===== src/rtl/fir_decimate_uv_pkg.sv =====
// Shared constants and types for the 2:1 U/V chroma decimator.
// Coefficients, rounding/shift, FSM state and MAC tap-select encodings, clip helper.
package fir_decim_pkg;

    // Symmetric 11-tap kernel; the -52 pair is stored with its sign applied
    localparam logic signed [9:0]  COEF_P5   = 10'sd21;
    localparam logic signed [9:0]  COEF_P3   = -10'sd52;
    localparam logic signed [9:0]  COEF_P1   = 10'sd159;
    localparam logic signed [9:0]  COEF_C    = 10'sd256;
    localparam logic signed [31:0] ACC_ROUND = 32'sd256;
    localparam int                 ACC_SHIFT = 9;

    typedef enum logic [2:0] {
        S_IDLE  = 3'd0,
        S_LOAD  = 3'd1,
        S_FLUSH = 3'd2,
        S_MAC   = 3'd3,
        S_OUT_U = 3'd4,
        S_OUT_V = 3'd5
    } state_t;

    typedef enum logic [1:0] {
        TAP_P5 = 2'd0,
        TAP_P3 = 2'd1,
        TAP_P1 = 2'd2,
        TAP_C  = 2'd3
    } tap_t;

    // {saturated, clipped byte}
    function automatic logic [8:0] clip_u8(input logic signed [31:0] v);
        logic [8:0] r;
        if (v < 32'sd0) begin
            r = {1'b1, 8'h00};
        end else if (v > 32'sd255) begin
            r = {1'b1, 8'hFF};
        end else begin
            r = {1'b0, v[7:0]};
        end
        return r;
    endfunction

endpackage


===== src/rtl/fir_decimate_uv_if.sv =====
// Pixel-in / packed-word-out handshake bundle of the chroma decimator.
// slave: the decimator side; master: the upstream converter + SRAM arbiter side.
interface fir_decimate_uv_if;
    logic        in_valid;
    logic        in_ready;
    logic        in_sol;
    logic [7:0]  in_u;
    logic [7:0]  in_v;
    logic        out_valid;
    logic        out_ready;
    logic        out_is_v;
    logic [15:0] out_data;
    logic        line_done;
    logic        busy;

    modport slave (
        input  in_valid, in_sol, in_u, in_v, out_ready,
        output in_ready, out_valid, out_is_v, out_data, line_done, busy
    );

    modport master (
        output in_valid, in_sol, in_u, in_v, out_ready,
        input  in_ready, out_valid, out_is_v, out_data, line_done, busy
    );
endinterface


===== src/rtl/fir_decimate_uv_mac.sv =====
// Shared multiply-accumulate for one output sample: tap-pair add, one multiplier,
// accumulator seeded with the rounding constant on start, final shift and clip.
module fir_decim_mac
    import fir_decim_pkg::*;
(
    input  logic       CLOCK_50_I,
    input  logic       reset,
    input  tap_t       tap_sel,
    input  logic       start,
    input  logic [7:0] tap_a,
    input  logic [7:0] tap_b,
    output logic [7:0] y,
    output logic       sat
);

    logic [8:0]         pair_s;
    logic signed [9:0]  coef_s;
    logic signed [31:0] prod_s;
    logic signed [31:0] acc_next_s;
    logic signed [31:0] acc_r;
    logic [8:0]         clip_s;

    // Coefficient select, product and running sum; y/sat are meaningful on the centre tap
    always_comb begin
        pair_s = {1'b0, tap_a} + {1'b0, tap_b};
        case (tap_sel)
            TAP_P5:  coef_s = COEF_P5;
            TAP_P3:  coef_s = COEF_P3;
            TAP_P1:  coef_s = COEF_P1;
            TAP_C:   coef_s = COEF_C;
            default: coef_s = COEF_C;
        endcase
        prod_s = $signed({23'd0, pair_s}) * $signed({{22{coef_s[9]}}, coef_s});
        if (start) begin
            acc_next_s = ACC_ROUND + prod_s;
        end else begin
            acc_next_s = acc_r + prod_s;
        end
        clip_s = clip_u8(acc_next_s >>> ACC_SHIFT);
        y      = clip_s[7:0];
        sat    = clip_s[8];
    end

    // Accumulator register
    always_ff @(posedge CLOCK_50_I) begin
        if (reset) begin
            acc_r <= 32'sd0;
        end else begin
            acc_r <= acc_next_s;
        end
    end

endmodule


===== src/rtl/fir_decimate_uv.sv =====
// 2:1 chroma decimator: 11-tap FIR on U and V, two samples packed per 16-bit word.
// Optional FIR_DECIM_SAT_CNT_EN adds a saturating clip counter output sat_count.
module fir_decimate_uv
    import fir_decim_pkg::*;
#(
    parameter int LINE_W = 320
) (
    input  logic              CLOCK_50_I,
    input  logic              reset,
    fir_decimate_uv_if.slave  bus
`ifdef FIR_DECIM_SAT_CNT_EN
    ,
    output logic [15:0]       sat_count
`endif
);

    localparam int PC_W = $clog2(LINE_W + 8);
    localparam int J_W  = $clog2(LINE_W / 2 + 1);
    localparam logic [J_W-1:0]  J_LAST  = J_W'(LINE_W / 2 - 1);
    localparam logic [PC_W-1:0] PC_LAST = PC_W'(LINE_W - 1);
    localparam logic [PC_W-1:0] PC_END  = PC_W'(LINE_W);

    state_t          state_r;
    logic [7:0]      win_u_r [11];
    logic [7:0]      win_v_r [11];
    logic [PC_W-1:0] pc_r;
    logic [J_W-1:0]  j_r;
    logic [2:0]      mac_cnt_r;
    logic [15:0]     u_pack_r;
    logic [15:0]     v_pack_r;
    logic            in_ready_r;
    logic            out_valid_r;
    logic            out_is_v_r;
    logic [15:0]     out_data_r;
    logic            line_done_r;
    logic            busy_r;

    logic            in_xfer_s;
    logic            out_xfer_s;
    logic [PC_W-1:0] target_s;
    logic            input_done_s;
    tap_t            tap_sel_s;
    logic            plane_v_s;
    logic [7:0]      tap_a_s;
    logic [7:0]      tap_b_s;
    logic [7:0]      mac_y_s;
    logic            mac_sat_s;

    assign in_xfer_s    = bus.in_valid & in_ready_r;
    assign out_xfer_s   = out_valid_r & bus.out_ready;
    // pc_r is the index of the next sample to enter tap 10; window for j is full once x[2j+5] is in
    assign target_s     = PC_W'({j_r, 1'b0}) + PC_W'(3'd5);
    assign input_done_s = (pc_r >= PC_END);

    // MAC operand routing: counter bits [1:0] pick the tap pair, bit 2 the plane
    always_comb begin
        tap_sel_s = tap_t'(mac_cnt_r[1:0]);
        plane_v_s = mac_cnt_r[2];
        case (tap_sel_s)
            TAP_P5: begin
                tap_a_s = plane_v_s ? win_v_r[0]  : win_u_r[0];
                tap_b_s = plane_v_s ? win_v_r[10] : win_u_r[10];
            end
            TAP_P3: begin
                tap_a_s = plane_v_s ? win_v_r[2]  : win_u_r[2];
                tap_b_s = plane_v_s ? win_v_r[8]  : win_u_r[8];
            end
            TAP_P1: begin
                tap_a_s = plane_v_s ? win_v_r[4]  : win_u_r[4];
                tap_b_s = plane_v_s ? win_v_r[6]  : win_u_r[6];
            end
            TAP_C: begin
                tap_a_s = plane_v_s ? win_v_r[5]  : win_u_r[5];
                tap_b_s = 8'd0;
            end
            default: begin
                tap_a_s = 8'd0;
                tap_b_s = 8'd0;
            end
        endcase
    end

    fir_decim_mac u_mac (
        .CLOCK_50_I (CLOCK_50_I),
        .reset      (reset),
        .tap_sel    (tap_sel_s),
        .start      (mac_cnt_r[1:0] == 2'd0),
        .tap_a      (tap_a_s),
        .tap_b      (tap_b_s),
        .y          (mac_y_s),
        .sat        (mac_sat_s)
    );

    // Line sequencer: window fill, MAC schedule, packing and output handshake
    always_ff @(posedge CLOCK_50_I) begin
        if (reset) begin
            state_r     <= S_IDLE;
            for (int i = 0; i < 11; i++) begin
                win_u_r[i] <= 8'd0;
                win_v_r[i] <= 8'd0;
            end
            pc_r        <= '0;
            j_r         <= '0;
            mac_cnt_r   <= 3'd0;
            u_pack_r    <= 16'd0;
            v_pack_r    <= 16'd0;
            in_ready_r  <= 1'b0;
            out_valid_r <= 1'b0;
            out_is_v_r  <= 1'b0;
            out_data_r  <= 16'd0;
            line_done_r <= 1'b0;
            busy_r      <= 1'b0;
        end else begin
            line_done_r <= 1'b0;
            // Start of line (also aborts a line in S_LOAD): x[0] replicated across the window
            if (in_xfer_s && bus.in_sol) begin
                for (int i = 0; i < 11; i++) begin
                    win_u_r[i] <= bus.in_u;
                    win_v_r[i] <= bus.in_v;
                end
                pc_r       <= PC_W'(1'b1);
                j_r        <= '0;
                u_pack_r   <= 16'd0;
                v_pack_r   <= 16'd0;
                busy_r     <= 1'b1;
                in_ready_r <= 1'b1;
                state_r    <= S_LOAD;
            end else begin
                case (state_r)
                    S_IDLE: begin
                        in_ready_r <= 1'b1;
                        busy_r     <= 1'b0;
                    end
                    S_LOAD, S_FLUSH: begin
                        if (in_xfer_s || (state_r == S_FLUSH)) begin
                            for (int i = 0; i < 10; i++) begin
                                win_u_r[i] <= win_u_r[i+1];
                                win_v_r[i] <= win_v_r[i+1];
                            end
                            // Past the line end, tap 10 already holds x[LINE_W-1]
                            win_u_r[10] <= (state_r == S_FLUSH) ? win_u_r[10] : bus.in_u;
                            win_v_r[10] <= (state_r == S_FLUSH) ? win_v_r[10] : bus.in_v;
                            pc_r        <= pc_r + PC_W'(1'b1);
                            if (pc_r == target_s) begin
                                state_r    <= S_MAC;
                                mac_cnt_r  <= 3'd0;
                                in_ready_r <= 1'b0;
                            end else if (pc_r == PC_LAST) begin
                                state_r    <= S_FLUSH;
                                in_ready_r <= 1'b0;
                            end
                        end
                    end
                    S_MAC: begin
                        mac_cnt_r <= mac_cnt_r + 3'd1;
                        if (mac_cnt_r[1:0] == 2'd3) begin
                            if (!plane_v_s && j_r[0]) begin
                                u_pack_r[7:0] <= mac_y_s;
                            end else if (!plane_v_s) begin
                                u_pack_r[15:8] <= mac_y_s;
                            end else if (j_r[0]) begin
                                v_pack_r[7:0] <= mac_y_s;
                            end else begin
                                v_pack_r[15:8] <= mac_y_s;
                            end
                        end
                        if (mac_cnt_r == 3'd7) begin
                            if (j_r[0]) begin
                                state_r     <= S_OUT_U;
                                out_valid_r <= 1'b1;
                                out_is_v_r  <= 1'b0;
                                out_data_r  <= u_pack_r;
                            end else begin
                                j_r        <= j_r + J_W'(1'b1);
                                state_r    <= input_done_s ? S_FLUSH : S_LOAD;
                                in_ready_r <= ~input_done_s;
                            end
                        end
                    end
                    S_OUT_U: begin
                        if (out_xfer_s) begin
                            out_data_r <= v_pack_r;
                            out_is_v_r <= 1'b1;
                            state_r    <= S_OUT_V;
                        end
                    end
                    S_OUT_V: begin
                        if (out_xfer_s) begin
                            out_valid_r <= 1'b0;
                            out_is_v_r  <= 1'b0;
                            if (j_r == J_LAST) begin
                                line_done_r <= 1'b1;
                                busy_r      <= 1'b0;
                                in_ready_r  <= 1'b1;
                                state_r     <= S_IDLE;
                            end else begin
                                j_r        <= j_r + J_W'(1'b1);
                                state_r    <= input_done_s ? S_FLUSH : S_LOAD;
                                in_ready_r <= ~input_done_s;
                            end
                        end
                    end
                    default: begin
                        state_r     <= S_IDLE;
                        out_valid_r <= 1'b0;
                        busy_r      <= 1'b0;
                        in_ready_r  <= 1'b1;
                    end
                endcase
            end
        end
    end

`ifdef FIR_DECIM_SAT_CNT_EN
    logic [15:0] sat_count_r;

    // Clip event counter, sticks at all-ones
    always_ff @(posedge CLOCK_50_I) begin
        if (reset) begin
            sat_count_r <= 16'd0;
        end else if ((state_r == S_MAC) && (mac_cnt_r[1:0] == 2'd3) && mac_sat_s
                     && (sat_count_r != 16'hFFFF)) begin
            sat_count_r <= sat_count_r + 16'd1;
        end else begin
            sat_count_r <= sat_count_r;
        end
    end

    assign sat_count = sat_count_r;
`else
    logic sat_unused_s;
    assign sat_unused_s = mac_sat_s;
`endif

    assign bus.in_ready  = in_ready_r;
    assign bus.out_valid = out_valid_r;
    assign bus.out_is_v  = out_is_v_r;
    assign bus.out_data  = out_data_r;
    assign bus.line_done = line_done_r;
    assign bus.busy      = busy_r;

endmodule


===== src/flat_wrapper.sv =====
// flat-port wrapper written by rule: the top's interface ports become plain ports
module fir_decimate_uv_flat import fir_decim_pkg::*;
#(
    parameter int LINE_W = 320
)
  (CLOCK_50_I, reset, bus_in_valid, bus_in_sol, bus_in_u, bus_in_v, bus_out_ready, bus_in_ready, bus_out_valid, bus_out_is_v, bus_out_data, bus_line_done, bus_busy);
  fir_decimate_uv_if bus_i ();
  input  logic CLOCK_50_I;
  input  logic reset;
  input wire logic [$bits(bus_i.in_valid)-1:0] bus_in_valid;
  input wire logic [$bits(bus_i.in_sol)-1:0] bus_in_sol;
  input wire logic [$bits(bus_i.in_u)-1:0] bus_in_u;
  input wire logic [$bits(bus_i.in_v)-1:0] bus_in_v;
  input wire logic [$bits(bus_i.out_ready)-1:0] bus_out_ready;
  output wire logic [$bits(bus_i.in_ready)-1:0] bus_in_ready;
  output wire logic [$bits(bus_i.out_valid)-1:0] bus_out_valid;
  output wire logic [$bits(bus_i.out_is_v)-1:0] bus_out_is_v;
  output wire logic [$bits(bus_i.out_data)-1:0] bus_out_data;
  output wire logic [$bits(bus_i.line_done)-1:0] bus_line_done;
  output wire logic [$bits(bus_i.busy)-1:0] bus_busy;
  assign bus_i.in_valid = bus_in_valid;
  assign bus_i.in_sol = bus_in_sol;
  assign bus_i.in_u = bus_in_u;
  assign bus_i.in_v = bus_in_v;
  assign bus_i.out_ready = bus_out_ready;
  assign bus_in_ready = bus_i.in_ready;
  assign bus_out_valid = bus_i.out_valid;
  assign bus_out_is_v = bus_i.out_is_v;
  assign bus_out_data = bus_i.out_data;
  assign bus_line_done = bus_i.line_done;
  assign bus_busy = bus_i.busy;
  fir_decimate_uv #(.LINE_W(LINE_W)) u_core (.CLOCK_50_I(CLOCK_50_I), .reset(reset), .bus(bus_i));
endmodule

===== config.mk =====
export PLATFORM = sky130hd
export DESIGN_NAME = fir_decimate_uv_flat
export DESIGN_NICKNAME = d
export VERILOG_FILES = /design/src/rtl/fir_decimate_uv_pkg.sv /design/src/rtl/fir_decimate_uv_if.sv /design/src/rtl/fir_decimate_uv_mac.sv /design/src/rtl/fir_decimate_uv.sv /design/src/flat_wrapper.sv
export SDC_FILE = /design/constraint.sdc
export NUM_CORES = 1
export LEC_CHECK = 0
export BUFFER_PORTS_ARGS = -buffer_cell sky130_fd_sc_hd__buf_4
export CAP_MARGIN = 5
export CORE_ASPECT_RATIO = 0.6
export CORE_MARGIN = 2
export CORE_UTILIZATION = 64
export CTS_CLUSTER_SIZE = 40
export DETAILED_ROUTE_END_ITERATION = 8
export PLACE_DENSITY = 0.87
export SYNTH_ARGS = -nofsm -noshare
export SYNTH_HDL_FRONTEND = slang
export SYNTH_HIERARCHICAL = 1
export SYNTH_SLANG_ARGS = --single-unit

===== constraint.sdc =====
create_clock -name CLOCK_50_I -period 15 [get_ports CLOCK_50_I]
set_input_delay 3 -clock CLOCK_50_I [delete_from_list [all_inputs] [get_ports CLOCK_50_I]]
set_output_delay 3 -clock CLOCK_50_I [all_outputs]
set_load 0.01 [all_outputs]

* Yosys cells after proc, flatten, opt, wreduce, memory -nomap -nowiden
Memories as Yosys holds them, arrays and structs flattened.
Index checks and enable logic that the tools add are counted.
** Cells by class
- Add/subtract/negate cells :: 7
- Multiply operators :: 1
- Magnitude comparators :: 3
- Equality and inequality tests :: 31
- Mux-type cells :: 117
- Bitwise logic cells :: 55
- Reduce and logical (&&, ||, !) cells :: 33
** Operator list (number)
- 8-bit two-way mux :: 59
- 8-bit one-hot mux with 4 select lines :: 2
- 16-bit two-way mux :: 3
- 1-bit OR :: 44
- 10-bit one-hot mux with 4 select lines :: 1
- 32-bit by 20-bit adder with 32-bit output :: 1
- 1-bit two-way mux :: 32
- 32-bit two-way mux :: 1
- 16-bit one-hot mux with 2 select lines :: 1
- 3-bit two-way mux :: 10
- 5-bit AND reduction :: 5
- 6-bit AND reduction :: 4
- 23-bit by 9-bit > comparator with 1-bit output, second input constant :: 1
- 23-bit by 1-bit less-than comparator with 1-bit output, second input constant :: 1
- 10-bit by 20-bit adder with 21-bit output, first input constant :: 1
- 10-bit by 10-bit multiplier with 20-bit output :: 1
- 2-bit by 1-bit inequality test with 1-bit output, second input constant :: 9
- 3-bit by 1-bit inequality test with 1-bit output, second input constant :: 6
- 8-bit one-hot mux with 2 select lines :: 1
- 3-bit one-hot mux with 5 select lines :: 1
- 4-bit AND reduction :: 3
- 4-bit OR reduction :: 3
- 2-bit nonzero test :: 5
- 8-bit by 8-bit adder with 9-bit output :: 1
- 32 further kinds :: 51
** Word-level totals
- Register bits after elaboration :: 108
- Memory bits (writable) :: 176
- Bits of input ports :: 21
- Output and inout bits :: 21
- Word-level logic and storage cells :: 267
- Memories kept :: 2
** Memory list
- u_core.win_u_r :: depth 11, width 8, rd ports 11, clocked after Yosys merged registers in 0, write ports 11, RTL line fir_decimate_uv.sv:24 : logic [7:0] win_u_r [11];
- u_core.win_v_r :: depth 11, width 8, rd ports 11, clocked after Yosys merged registers in 0, write ports 11, RTL line fir_decimate_uv.sv:25 : logic [7:0] win_v_r [11];

* Depth between registers and ports, before layout
An unclocked memory read counts as a cell.
- Word-level depth :: 10
- Mapped depth :: 47
- Depth with buffers taken out :: 43

* Modules after synthesis
Netlist, hierarchy kept.
** Modules (own cells, without submodules)
- fir_decimate_uv :: times used 1, cells each 945, area an instance 11611.1 µm², sequential area each 6806.5 µm²
- fir_decim_mac :: times used 1, cells each 792, area an instance 6550.0 µm², sequential area each 640.6 µm²

* Least setup slack after synthesis
OpenSTA, ideal clock, no wires.
- Path type :: register to register
- Start point :: register u_core.mac_cnt_r[0]
- End point :: register u_core.u_pack_r[0]
- Setup time :: 0.128 ns
- Arrival time :: 10.724 ns
- Data required time :: 14.872 ns
- Slack :: 4.148 ns
- Stages on the path, launching flop included :: 42
- Buffers on the path :: 1
- Clock period less this slack :: 10.852 ns
- Cells stage by stage :: dfxtp_1 inv_1 ha_1 clkbuf_1 a222oi_1 inv_1 mux4_2 ha_1 fa_1 a21o_1 a21oi_1 o21bai_1 a21oi_1 xnor2_1 nand2_1 fa_1 inv_1 fa_1 [6 not listed] a21o_1 a221o_1 a311o_1 o21ai_2 xnor2_1 ha_1 a21oi_1 o21ai_1 or2_2 or3_1 a2bb2oi_1 nor2_1 o41ai_2 nand4_2 nor4b_4 a31oi_1 mux2i_1 nor2_1
** On the way
- Longest elaborated chain between the ends :: 9
- Elaborated cells on any way between the ends :: 17
- Classes of those cells :: add/sub: 3; mul: 1; order compare: 2; eq/ne: 3; mux: 6; reduce/logical: 2
** Ends and longest elaborated chain
- from (decl) :: RTL line fir_decimate_uv.sv:28 : logic [2:0] mac_cnt_r;
- from (signal assigned) :: RTL line fir_decimate_uv.sv:155 : mac_cnt_r <= mac_cnt_r + 3'd1;
- 2-bit == test (tied with other cells) :: RTL line fir_decimate_uv.sv:59 : case (tap_sel_s)
- 8-bit one-hot mux with 4 select lines (*) :: RTL line fir_decimate_uv.sv:59
- via u_core.tap_a_s[0] :: RTL line fir_decimate_uv.sv:44 : logic [7:0] tap_a_s;
- 8-bit by 8-bit adder with 9-bit output (*) :: RTL line fir_decimate_uv_mac.sv:25 : pair_s = {1'b0, tap_a} + {1'b0, tap_b};
- 10-bit by 10-bit multiplier with 20-bit output (*) :: RTL line fir_decimate_uv_mac.sv:33 : prod_s = $signed({23'd0, pair_s}) * $signed({{22{coef_s[9]}}, coef_s});
- 32-bit by 20-bit adder with 32-bit output or 10-bit by 20-bit adder with 21-bit output (tied branches) :: RTL line fir_decimate_uv_mac.sv:37, fir_decimate_uv_mac.sv:35
- 32-bit two-way mux (*) :: RTL line fir_decimate_uv_mac.sv:34 : if (start) begin
- 23-bit by 9-bit > comparator with 1-bit output :: RTL line fir_decimate_uv_pkg.sv:34 : end else if (v > 32'sd255) begin
- 8-bit two-way mux :: RTL line fir_decimate_uv_pkg.sv:34
- 8-bit two-way mux (*) :: RTL line fir_decimate_uv_pkg.sv:32 : if (v < 32'sd0) begin
- via u_core.mac_y_s[0] :: RTL line fir_decimate_uv.sv:46 : logic [7:0] mac_y_s;
- to (signal assigned) :: RTL line fir_decimate_uv.sv:158 : u_pack_r[7:0] <= mac_y_s;
- to (decl) :: RTL line fir_decimate_uv.sv:29 : logic [15:0] u_pack_r;
Mark *: on every way through the listed nets, which the timed path passes. The rest lies on a longest branch. The select of a mux whose other input is x is not followed.
A chain may end at the register's enable or synchronous reset.

* Worst setup path in the final report
- Start point :: register u_core.mac_cnt_r[0]
- End point :: register u_core.v_pack_r[3]
** On the way
- Longest elaborated chain between the ends :: 9
- Elaborated cells on any way between the ends :: 17
- Classes of those cells :: add/sub: 3; mul: 1; order compare: 2; eq/ne: 3; mux: 6; reduce/logical: 2
** Ends and longest elaborated chain
- 2-bit == test (tied with other cells) :: RTL line fir_decimate_uv.sv:59
- 8-bit one-hot mux with 4 select lines (*) :: RTL line fir_decimate_uv.sv:59
- via u_core.tap_a_s[0] :: RTL line fir_decimate_uv.sv:44
- 8-bit by 8-bit adder with 9-bit output (*) :: RTL line fir_decimate_uv_mac.sv:25
- 10-bit by 10-bit multiplier with 20-bit output (*) :: RTL line fir_decimate_uv_mac.sv:33
- 32-bit by 20-bit adder with 32-bit output or 10-bit by 20-bit adder with 21-bit output (tied branches) :: RTL line fir_decimate_uv_mac.sv:37, fir_decimate_uv_mac.sv:35
- 32-bit two-way mux (*) :: RTL line fir_decimate_uv_mac.sv:34
- 23-bit by 9-bit > comparator with 1-bit output :: RTL line fir_decimate_uv_pkg.sv:34
- 8-bit two-way mux :: RTL line fir_decimate_uv_pkg.sv:34
- 8-bit two-way mux (*) :: RTL line fir_decimate_uv_pkg.sv:32
- via u_core.mac_y_s[3] :: RTL line fir_decimate_uv.sv:46
- to (signal assigned) :: RTL line fir_decimate_uv.sv:162 : v_pack_r[7:0] <= mac_y_s;
- to (decl) :: RTL line fir_decimate_uv.sv:30 : logic [15:0] v_pack_r;
Marks and branches as above.

==> reports/metrics.yaml <==
status: "finished, final reports clean"
hp-class: "reg -> reg"
hold_buffers: 0
post_cts_buffers: 0
synth.avg_cell_area_um2: 10.5
design_area_um2: 19400
finalClockSkew_ns: 0.0192
start_util: 0.654
cpMaxStageDelayCell: "fa_1"
peakVddDrop_v: 0.000147
fin_crit_ns: 12.25
grt.total_usage: 0.292
p_leak_nw: 9.49
grt.overflow.total: 0
worstPathRequired_ns: 15.42
cts_resized: 0
setup_viol: 0
cts-root-buf: "clkbuf_16"
synthToLayoutAreaGrowth_pct: 7.04
std_cell_rows: 47
clock_path_buffers: 3
drt-total-wl_um: 43900
worst_pin_slew_ns: 1.03
die_w_um: 221
drc_errors: 0
grt_pass1_vias: 12984
cp.arrival_ns: 12.67
synth_nets: 1927
drive_gt1_frac: 0.103
rsz0062_at_grt: "false"
startpoint_type: "register"
crit_type: "reg -> reg"
viasPerCell: 6.56
drtIter0Drc: 1748
hold_viol: 0
grt_pass1_wl_um: 70300
clk_latency_ns: 0.56
numPortBuffers: 41
dr.pass1.iters: 6
syn_inst: 1736
fillers: 1890
crit_top_cell: "fa_1"
hold_ws_ns: 0.481
cts_tree: "done"
synth_warnings: 6
antenna_found_initial: 2
h-tree-depth: 1
worst_setup_path_end_kind: "register"
die_h_um: 134
powerDensity_nw_per_um2: 147
slew_headroom: 0.312
cpPeakStageDelay_ns: 0.58
postRouteAntennaNets: 0
gp_congestion: 0.982
cts.sinks: 284
fin_crit_sh: 0.817
cts-buffers-inserted: 27
core_um2: 27800
dp_hpwl_um: 30500
clkTransAtPathRegs_ns: 0.07
placed_area_um2: 18600
wl_per_cell_um: 20.9
p_total_mw: 2.86
grt_max_degree: 91
via_count: 13775
max_freq_mhz: 81.6
crit_path_max_fanout: 16
io_pins: 42
slew_violations: 0
num_antenna_cells: 0
synth_area_um2: 18200
dieArea_um2: 29800
post-place-ws_ns: 3.04
drv_cap: 0
finalSetupTns_ns: 0
nets: 1907
fin_ws_ns: 2.75
## path summary, 6_finish.rpt
kind,from,cells after the start,end,slack (ns)
setup / recovery,u_core/mac_cnt_r[0]$_SDFFE_PP0P_,42,u_core/v_pack_r[3]$_SDFFE_PP0P_,2.75
setup reg to reg,u_core/mac_cnt_r[0]$_SDFFE_PP0P_,42,u_core/v_pack_r[3]$_SDFFE_PP0P_,2.75
hold reg to reg,u_core/v_pack_r[5]$_SDFFE_PP0P_,2,u_core/bus.out_data[5]$_SDFFE_PP0P_,0.48
hold / removal,u_core/v_pack_r[5]$_SDFFE_PP0P_,2,u_core/bus.out_data[5]$_SDFFE_PP0P_,0.48
## placed cells by master, fill, tap and decap left out, drive strengths merged, types with 16 or more instances in the layout
cell / count
a31oi: 19
mux2: 16
nand3: 22
inv: 120
and3: 28
dfxtp: 108
fa: 48
nor2: 126
edfxtp: 176
nand2: 99
mux2i: 42
a311oi: 23
ha: 122
a222oi: 16
a21o: 178
and2: 28
buf: 56
clkbuf: 29
xor2: 27
nor2b: 36
o21ai: 55
nand2b: 23
xnor2: 45
a21oi: 97
## layer usage
metal  track usage  up-vias  wire [um]  share of wire
met5             0        -         24        0.00055
met4        0.0473        4        546          0.012
met3        0.0833       60       5300           0.12
met1         0.443     6691      19500           0.44
li1              -     6268          -              -
met2         0.424      752      18500           0.42
## power by group
part | internal [mW] | leakage [nW] | switching, mW
clock | 0.383 | 0.408 | 0.308
combinational | 0.471 | 6.37 | 0.791
sequential | 0.885 | 2.72 | 0.0234
total | 1.74 | 9.49 | 1.12
## stage by stage
step	util	cells
global route	0.700	2100
floorplan	-	1736
finish	0.700	2100
global placement	0.669	2054
detailed placement	0.669	2054
CTS	0.700	2100
## area by class of cell
cell class,count,area (um2),area share
Timing Repair Buffer,56,420,0.0216
Inverter,118,443,0.0228
Clock buffer,29,683,0.0352
Tap cell,367,459,0.0236
Sequential cell,284,7450,0.383
Clock inverter,17,190,0.00979
Multi-Input combinational cell,1229,9790,0.504
## state kept, by name, indices dropped and copies added (netlist names), 3 cells and up
register and cells:
u_core/pc_r 9, u_core/bus.out_data 16, u_core/u_mac/acc_r 32, u_core/v_pack_r 16, u_core/u_pack_r 16, u_core/win_v_r 88
u_core/j_r 8, u_core/state_r 3, u_core/win_u_r 88, u_core/mac_cnt_r 3
## worst max-delay path: cells and delay by family, from the launching register on
family,cells,cell delay (ns)
adder cells (fa/ha/maj),10,4.23
multiplexers,2,0.69
buffers and inverters,7,0.91
AND/OR/NAND/NOR,7,1.74
XOR/XNOR,2,0.47
AO/OA/AOI/OAI,14,3.55
flip-flops,1,0.51
(Power assumes the default switching activity.)
